**src/rtl/mem_access_ctrl.sv**
```systemverilog
// Request sequencer in front of the unified 1024x16 program/data memory: owns the PC, issues
// fetch/load/store cycles with a clean write strobe. Optional write trap: MEM_ACCESS_TRAP_EN.
module mem_access_ctrl #(
  parameter int unsigned ADDR_W     = 10,
  parameter int unsigned DATA_W     = 16,
  parameter int unsigned PROG_LIMIT = 401,
  parameter int unsigned RESET_PC   = 0
) (
  input  logic              clk,
  input  logic              rst_n,
  input  logic              req_valid,
  output logic              req_ready,
  input  logic [1:0]        req_op,
  input  logic [ADDR_W-1:0] req_addr,
  input  logic              req_ind,
  input  logic [DATA_W-1:0] req_wdata,
  input  logic              pc_load,
  input  logic [ADDR_W-1:0] pc_value,
  output logic [ADDR_W-1:0] pc,
  output logic              rsp_valid,
  output logic [DATA_W-1:0] rsp_data,
  output logic              rsp_err,
  output logic [ADDR_W-1:0] mem_addr,
  output logic              mem_addr_mode,
  output logic              mem_wr,
  output logic [DATA_W-1:0] mem_wdata,
  input  logic [DATA_W-1:0] mem_rdata
);

  localparam logic [1:0] OpFetch = 2'b00;
  localparam logic [1:0] OpLoad  = 2'b01;
  localparam logic [1:0] OpStore = 2'b10;

  typedef enum logic [2:0] {
    StIdle, StRd, StPtr, StWsetup, StWstrobe, StWhold, StResp
  } state_e;

  state_e state_q;
  logic   is_fetch_q;
  logic   trap_q;
  logic   accept;
  logic   trap;

  assign req_ready = (state_q == StIdle) && !pc_load && rst_n;
  assign accept    = req_valid && req_ready;

  // In WSETUP mem_addr already holds the final write address (direct or resolved pointer).
`ifdef MEM_ACCESS_TRAP_EN
  localparam logic [ADDR_W-1:0] ProgLimit = ADDR_W'(PROG_LIMIT);
  assign trap = (mem_addr < ProgLimit);
`else
  assign trap = 1'b0;
`endif

  always_ff @(posedge clk or negedge rst_n) begin
    if (!rst_n) begin
      state_q       <= StIdle;
      is_fetch_q    <= 1'b0;
      trap_q        <= 1'b0;
      pc            <= ADDR_W'(RESET_PC);
      mem_addr      <= '0;
      mem_addr_mode <= 1'b0;
      mem_wr        <= 1'b0;
      mem_wdata     <= '0;
      rsp_valid     <= 1'b0;
      rsp_data      <= '0;
      rsp_err       <= 1'b0;
    end else begin
      // pc_load wins over the fetch-completion increment.
      if (pc_load) begin
        pc <= pc_value;
      end else if (state_q == StResp && is_fetch_q) begin
        pc <= pc + ADDR_W'(1);
      end

      unique case (state_q)
        StIdle: begin
          if (accept) begin
            is_fetch_q <= (req_op == OpFetch);
            unique case (req_op)
              OpFetch: begin
                mem_addr      <= pc;
                mem_addr_mode <= 1'b0;
                state_q       <= StRd;
              end
              OpLoad: begin
                mem_addr      <= req_addr;
                mem_addr_mode <= req_ind;
                state_q       <= StRd;
              end
              OpStore: begin
                mem_addr      <= req_addr;
                mem_addr_mode <= 1'b0;
                mem_wdata     <= req_wdata;
                state_q       <= req_ind ? StPtr : StWsetup;
              end
              default: begin
                rsp_valid <= 1'b1;
                rsp_err   <= 1'b1;
                rsp_data  <= '0;
                state_q   <= StResp;
              end
            endcase
          end
        end
        StRd: begin
          rsp_data      <= mem_rdata;
          rsp_valid     <= 1'b1;
          rsp_err       <= 1'b0;
          mem_addr_mode <= 1'b0;
          state_q       <= StResp;
        end
        StPtr: begin
          mem_addr <= mem_rdata[ADDR_W-1:0];
          state_q  <= StWsetup;
        end
        StWsetup: begin
          // A trapped store still spends the strobe slot so latency is unchanged.
          mem_wr  <= !trap;
          trap_q  <= trap;
          state_q <= StWstrobe;
        end
        StWstrobe: begin
          mem_wr  <= 1'b0;
          state_q <= StWhold;
        end
        StWhold: begin
          rsp_valid <= 1'b1;
          rsp_data  <= '0;
          rsp_err   <= trap_q;
          state_q   <= StResp;
        end
        StResp: begin
          rsp_valid     <= 1'b0;
          rsp_err       <= 1'b0;
          mem_addr_mode <= 1'b0;
          state_q       <= StIdle;
        end
        default: state_q <= StIdle;
      endcase
    end
  end

endmodule

```
**config.mk**
```make
export PLATFORM = sky130hd
export DESIGN_NAME = mem_access_ctrl
export DESIGN_NICKNAME = d
export VERILOG_FILES = /design/src/rtl/mem_access_ctrl.sv
export SDC_FILE = /design/constraint.sdc
export NUM_CORES = 1
export LEC_CHECK = 0
export CORE_ASPECT_RATIO = 1.2
export CORE_MARGIN = 8
export CORE_UTILIZATION = 35
export CTS_BUF_LIST = sky130_fd_sc_hd__clkbuf_16
export DETAILED_ROUTE_END_ITERATION = 8
export DONT_BUFFER_PORTS = 1
export PLACE_DENSITY = 0.51
export SETUP_SLACK_MARGIN = 0.1
export SLEW_MARGIN = 5
export SYNTH_ARGS = -nofsm -noshare
export SYNTH_HDL_FRONTEND = slang
export SYNTH_SLANG_ARGS = --single-unit
```
**constraint.sdc**
```tcl
create_clock -name clk -period 1.9 [get_ports clk]
set_input_delay 0.19 -clock clk [delete_from_list [all_inputs] [get_ports clk]]
set_output_delay 0.19 -clock clk [all_outputs]
set_load 0.02 [all_outputs]
```
==> results.sh <==
export IMPL_vdd_drop_max_uv=412
export IMPL_place_gp_congestion=0.713
export IMPL_synth_area_um2=2980
export IMPL_synth_top_area_cell="dfrtp_1"
export IMPL_hold_viol=0
export IMPL_synth_ff_type="dfrtp_1"
export IMPL_synth_avg_cell_area_um2=11.2
export IMPL_drtAntennaViolNets=0
export IMPL_rsz0062_at_grt="no"
export IMPL_ys_ff_latch=60
export IMPL_power_density_nw_per_um2=1510
export IMPL_first_iter_violations=71
export IMPL_initial_core_util_pct=35.4
export IMPL_stdcell_area_um2=3720
export IMPL_antenna_found_initial=0
export IMPL_clock_root_buffer="clkbuf_16"
export IMPL_crit_slowest_cell="dfrtp_1"
export IMPL_die_area_um2=11700
export IMPL_p_sw_share_pct=38.9
export IMPL_critPathCaptureType="primary output"
export IMPL_dp_worst_setup_slack_ns=0.219
export IMPL_placed_area_um2=3160
export IMPL_cts_clk_slew_worst_paths_ns=0.05
export IMPL_wire_per_inst_um=20.4
export IMPL_netlist_instances=266
export IMPL_timing_final_crit_share_pct=88.2
export IMPL_antenna_cells=0
export IMPL_synth_distinct_cells=46
export IMPL_fmax_ghz=0.597
export IMPL_p_switching_uw=2190
export IMPL_max_stage_delay_ns=0.47
export IMPL_finalClockSkew_ns=0.00860
export IMPL_worstMarginPinSlew_ns=0.483
export IMPL_post_synth_top_count_cell="dfrtp_1"
export IMPL_yosys_warnings=0
export IMPL_crit_chain="nor3_4 > buf_4 > and3b_2"
export IMPL_clock_latency_ns=0.32
export IMPL_grtUsageTotal_pct=14.8
export IMPL_synth_top_area_share_pct=50.4
export IMPL_timing_hold_ws_ns=0.00620
export IMPL_grt_pass1_vias=2283
export IMPL_grt_overflow_total=0
export IMPL_p_int_uw=3440
export IMPL_hp_class="in2reg"
export IMPL_finalSetupViolations=0
export IMPL_area_growth_pct=25.0
export IMPL_tritoncts="built"
export IMPL_outcome="completed"
export IMPL_max_cap_viol_count=0
export IMPL_die_x_um=100
export IMPL_drt_total_wl_um=8610
export IMPL_core_area_um2=8430
export IMPL_numClockSinks=60
export IMPL_seq_area_frac_synth_pct=50.4
export IMPL_fin_setup_tns_ns=0
export IMPL_num_vias=2264
export IMPL_cts_inserted_buffers=9
export IMPL_maxSlewViolCount=0
export IMPL_via_per_inst=5.35
export IMPL_drive_gt1_share_pct=19.0
export IMPL_hpwlAfterDp_um=6230
export IMPL_crit_fanout=12
export IMPL_drc=0
export IMPL_rows=37
export IMPL_path_class="reg2out"
export IMPL_synth_async_reset_ratio_pct=100
export IMPL_fin_crit_ns=1.68
export IMPL_relSlewSlack_pct=67.8
export IMPL_clockBufferDepth=2
export IMPL_synth_area_leaders="dfrtp_1 (50%), mux2_2 (6.0%), a22o_1 (4.7%), mux2_1 (3.8%), nand2_1 (3.0%)"
export IMPL_arrival_ns=1.49
export IMPL_crit_path_start_kind="flip-flop"
export IMPL_fillers=823
export IMPL_comb_power_share_pct=25.4
export IMPL_htreeDepth=3
export IMPL_grt_max_degree=61
export IMPL_p_leak_uw=0.00164
export IMPL_synth_fp_nets=330
export IMPL_pwr_share_seq_pct=47.3
export IMPL_dr_pass1_iters=4
export IMPL_die_h_um=117
export IMPL_clockPowerShare_pct=27.3
export IMPL_grt_pass1_wl_um=13200
export IMPL_num_io_pins=116
export IMPL_rrSetupSlack_ns=0.27
export IMPL_final_nets=365
export IMPL_required_ns=1.71
export IMPL_synthTopCellsByCount="dfrtp_1 (60), nand2_1 (24), a22o_1 (16), mux2_2 (16), nand4_1 (11)"
export IMPL_port_buffers=0
export IMPL_setup_ws_ns=0.225
export IMPL_synth_edff_count=0
==> routing by layer <==
metal / vias up / part of all wire [%] / global-route usage (%)
met5: - / 0 / 0
li1: 1071 / - / -
met1: 1099 / 42 / 18.2
met2: 87 / 47 / 22.7
met4: 0 / 1.5 / 5.25
met3: 7 / 10 / 6.33
==> what timing repair did <==
| item | 4_1_cts | 5_1_grt |
|---|---|---|
| pin swaps | 1 | 0 |
| endpoints found under the setup margin | 1 | 17 |
| hold buffers | 24 | 0 |
| gates resized for setup | 1 | 2 |
| buffers inserted | 1 | 0 |
| endpoints found under the hold margin | 84 | 0 |
==> layout by cell type (no fill, tap or decap), types with 2 or more instances in the layout <==
master,instances
o211ai_1,10
a21oi_1,7
and3_1,3
dlygate4sd3_1,23
nor2b_1,6
mux2_2,16
nand4_1,11
a311oi_1,2
nand2_1,24
clkbuf_16,9
or2_2,2
or3b_2,2
dfrtp_1,60
nand3_1,7
clkinv_1,3
a22oi_1,2
nand2b_1,6
a22o_1,16
nor2_1,6
inv_1,10
o31a_1,8
mux2_1,10
or4_1,3
buf_4,18
nor4_1,5
ha_1,5
mux2i_1,2
o21ai_0,8
==> path summary, 6_finish.rpt <==
| path | startpoint | endpoint | depth (start not counted) |
|---|---|---|---|
| setup / recovery | state_q[1]$_DFFE_PN0P_ | req_ready | 3 |
| min in group asynchronous | rst_n | rsp_data[2]$_DFFE_PN0P_ | 2 |
| hold / removal | pc_load | pc[1]$_DFFE_PN0P_ | 2 |
| setup reg to reg | state_q[2]$_DFFE_PN0P_ | mem_addr[6]$_DFFE_PN0P_ | 4 |
| max in group asynchronous | rst_n | pc[5]$_DFFE_PN0P_ | 2 |
| hold reg to reg | is_fetch_q$_DFFE_PN0P_ | is_fetch_q$_DFFE_PN0P_ | 1 |
==> cell families (layout without fill, tap and decap cells) <==
| group | count (synthesis) | in the layout | synth area share, % |
|---|---|---|---|
| and+or+nand+nor | 84 | 84 | 16.7 |
| AOI/OAI and AO/OA | 61 | 61 | 15.6 |
| DFF | 60 | 60 | 50.4 |
| muxes | 28 | 28 | 10.5 |
| buffers and inverters | 27 | 67 | 4.37 |
| adders and majority gates | 5 | 5 | 2.10 |
| xor gates and xnor gates | 1 | 1 | 0.294 |
==> through the flow <==
step,cells,power [µW],util [%]
floorplan,266,3580,-
finish,423,5630,44.2
CTS,423,5670,44.0
detailed placement,382,4010,37.5
global route,423,5990,44.2
global placement,382,3970,37.5
==> flip-flops by register name (all words and copies together), names as in the netlist, 3 cells and up <==
register	count
mem_addr	10
pc	10
rsp_data	16
state_q	3
mem_wdata	16
==> worst max-delay path: cells and delay by family (launching register included) <==
kind,cells,cell delay (ns)
flip-flops,1,0.47
buffers and inverters,1,0.20
AND/OR/NAND/NOR,2,0.50
==> area by class of cell <==
type	instances	area [µm²]	share of cell area, %
clock buffers	9	225	6.05
clock inverters	7	58.8	1.58
inverters	9	33.8	0.907
multi-input cells	179	1370	36.7
flip-flops and latches	60	1500	40.3
well taps	117	146	3.93
repair buffers	42	393	10.5
==> power groups by stage <==
stage               Sequential [µW]  Combinational [µW]  Clock (µW)
finish                         2660                1430        1540
global route                   2730                1610        1640
CTS                            2670                1420        1580
detailed placement             2690                1320           0
global placement               2680                1290           0
floorplan                      2580                1000           0
Note: power is estimated with default switching activity, not from simulation.
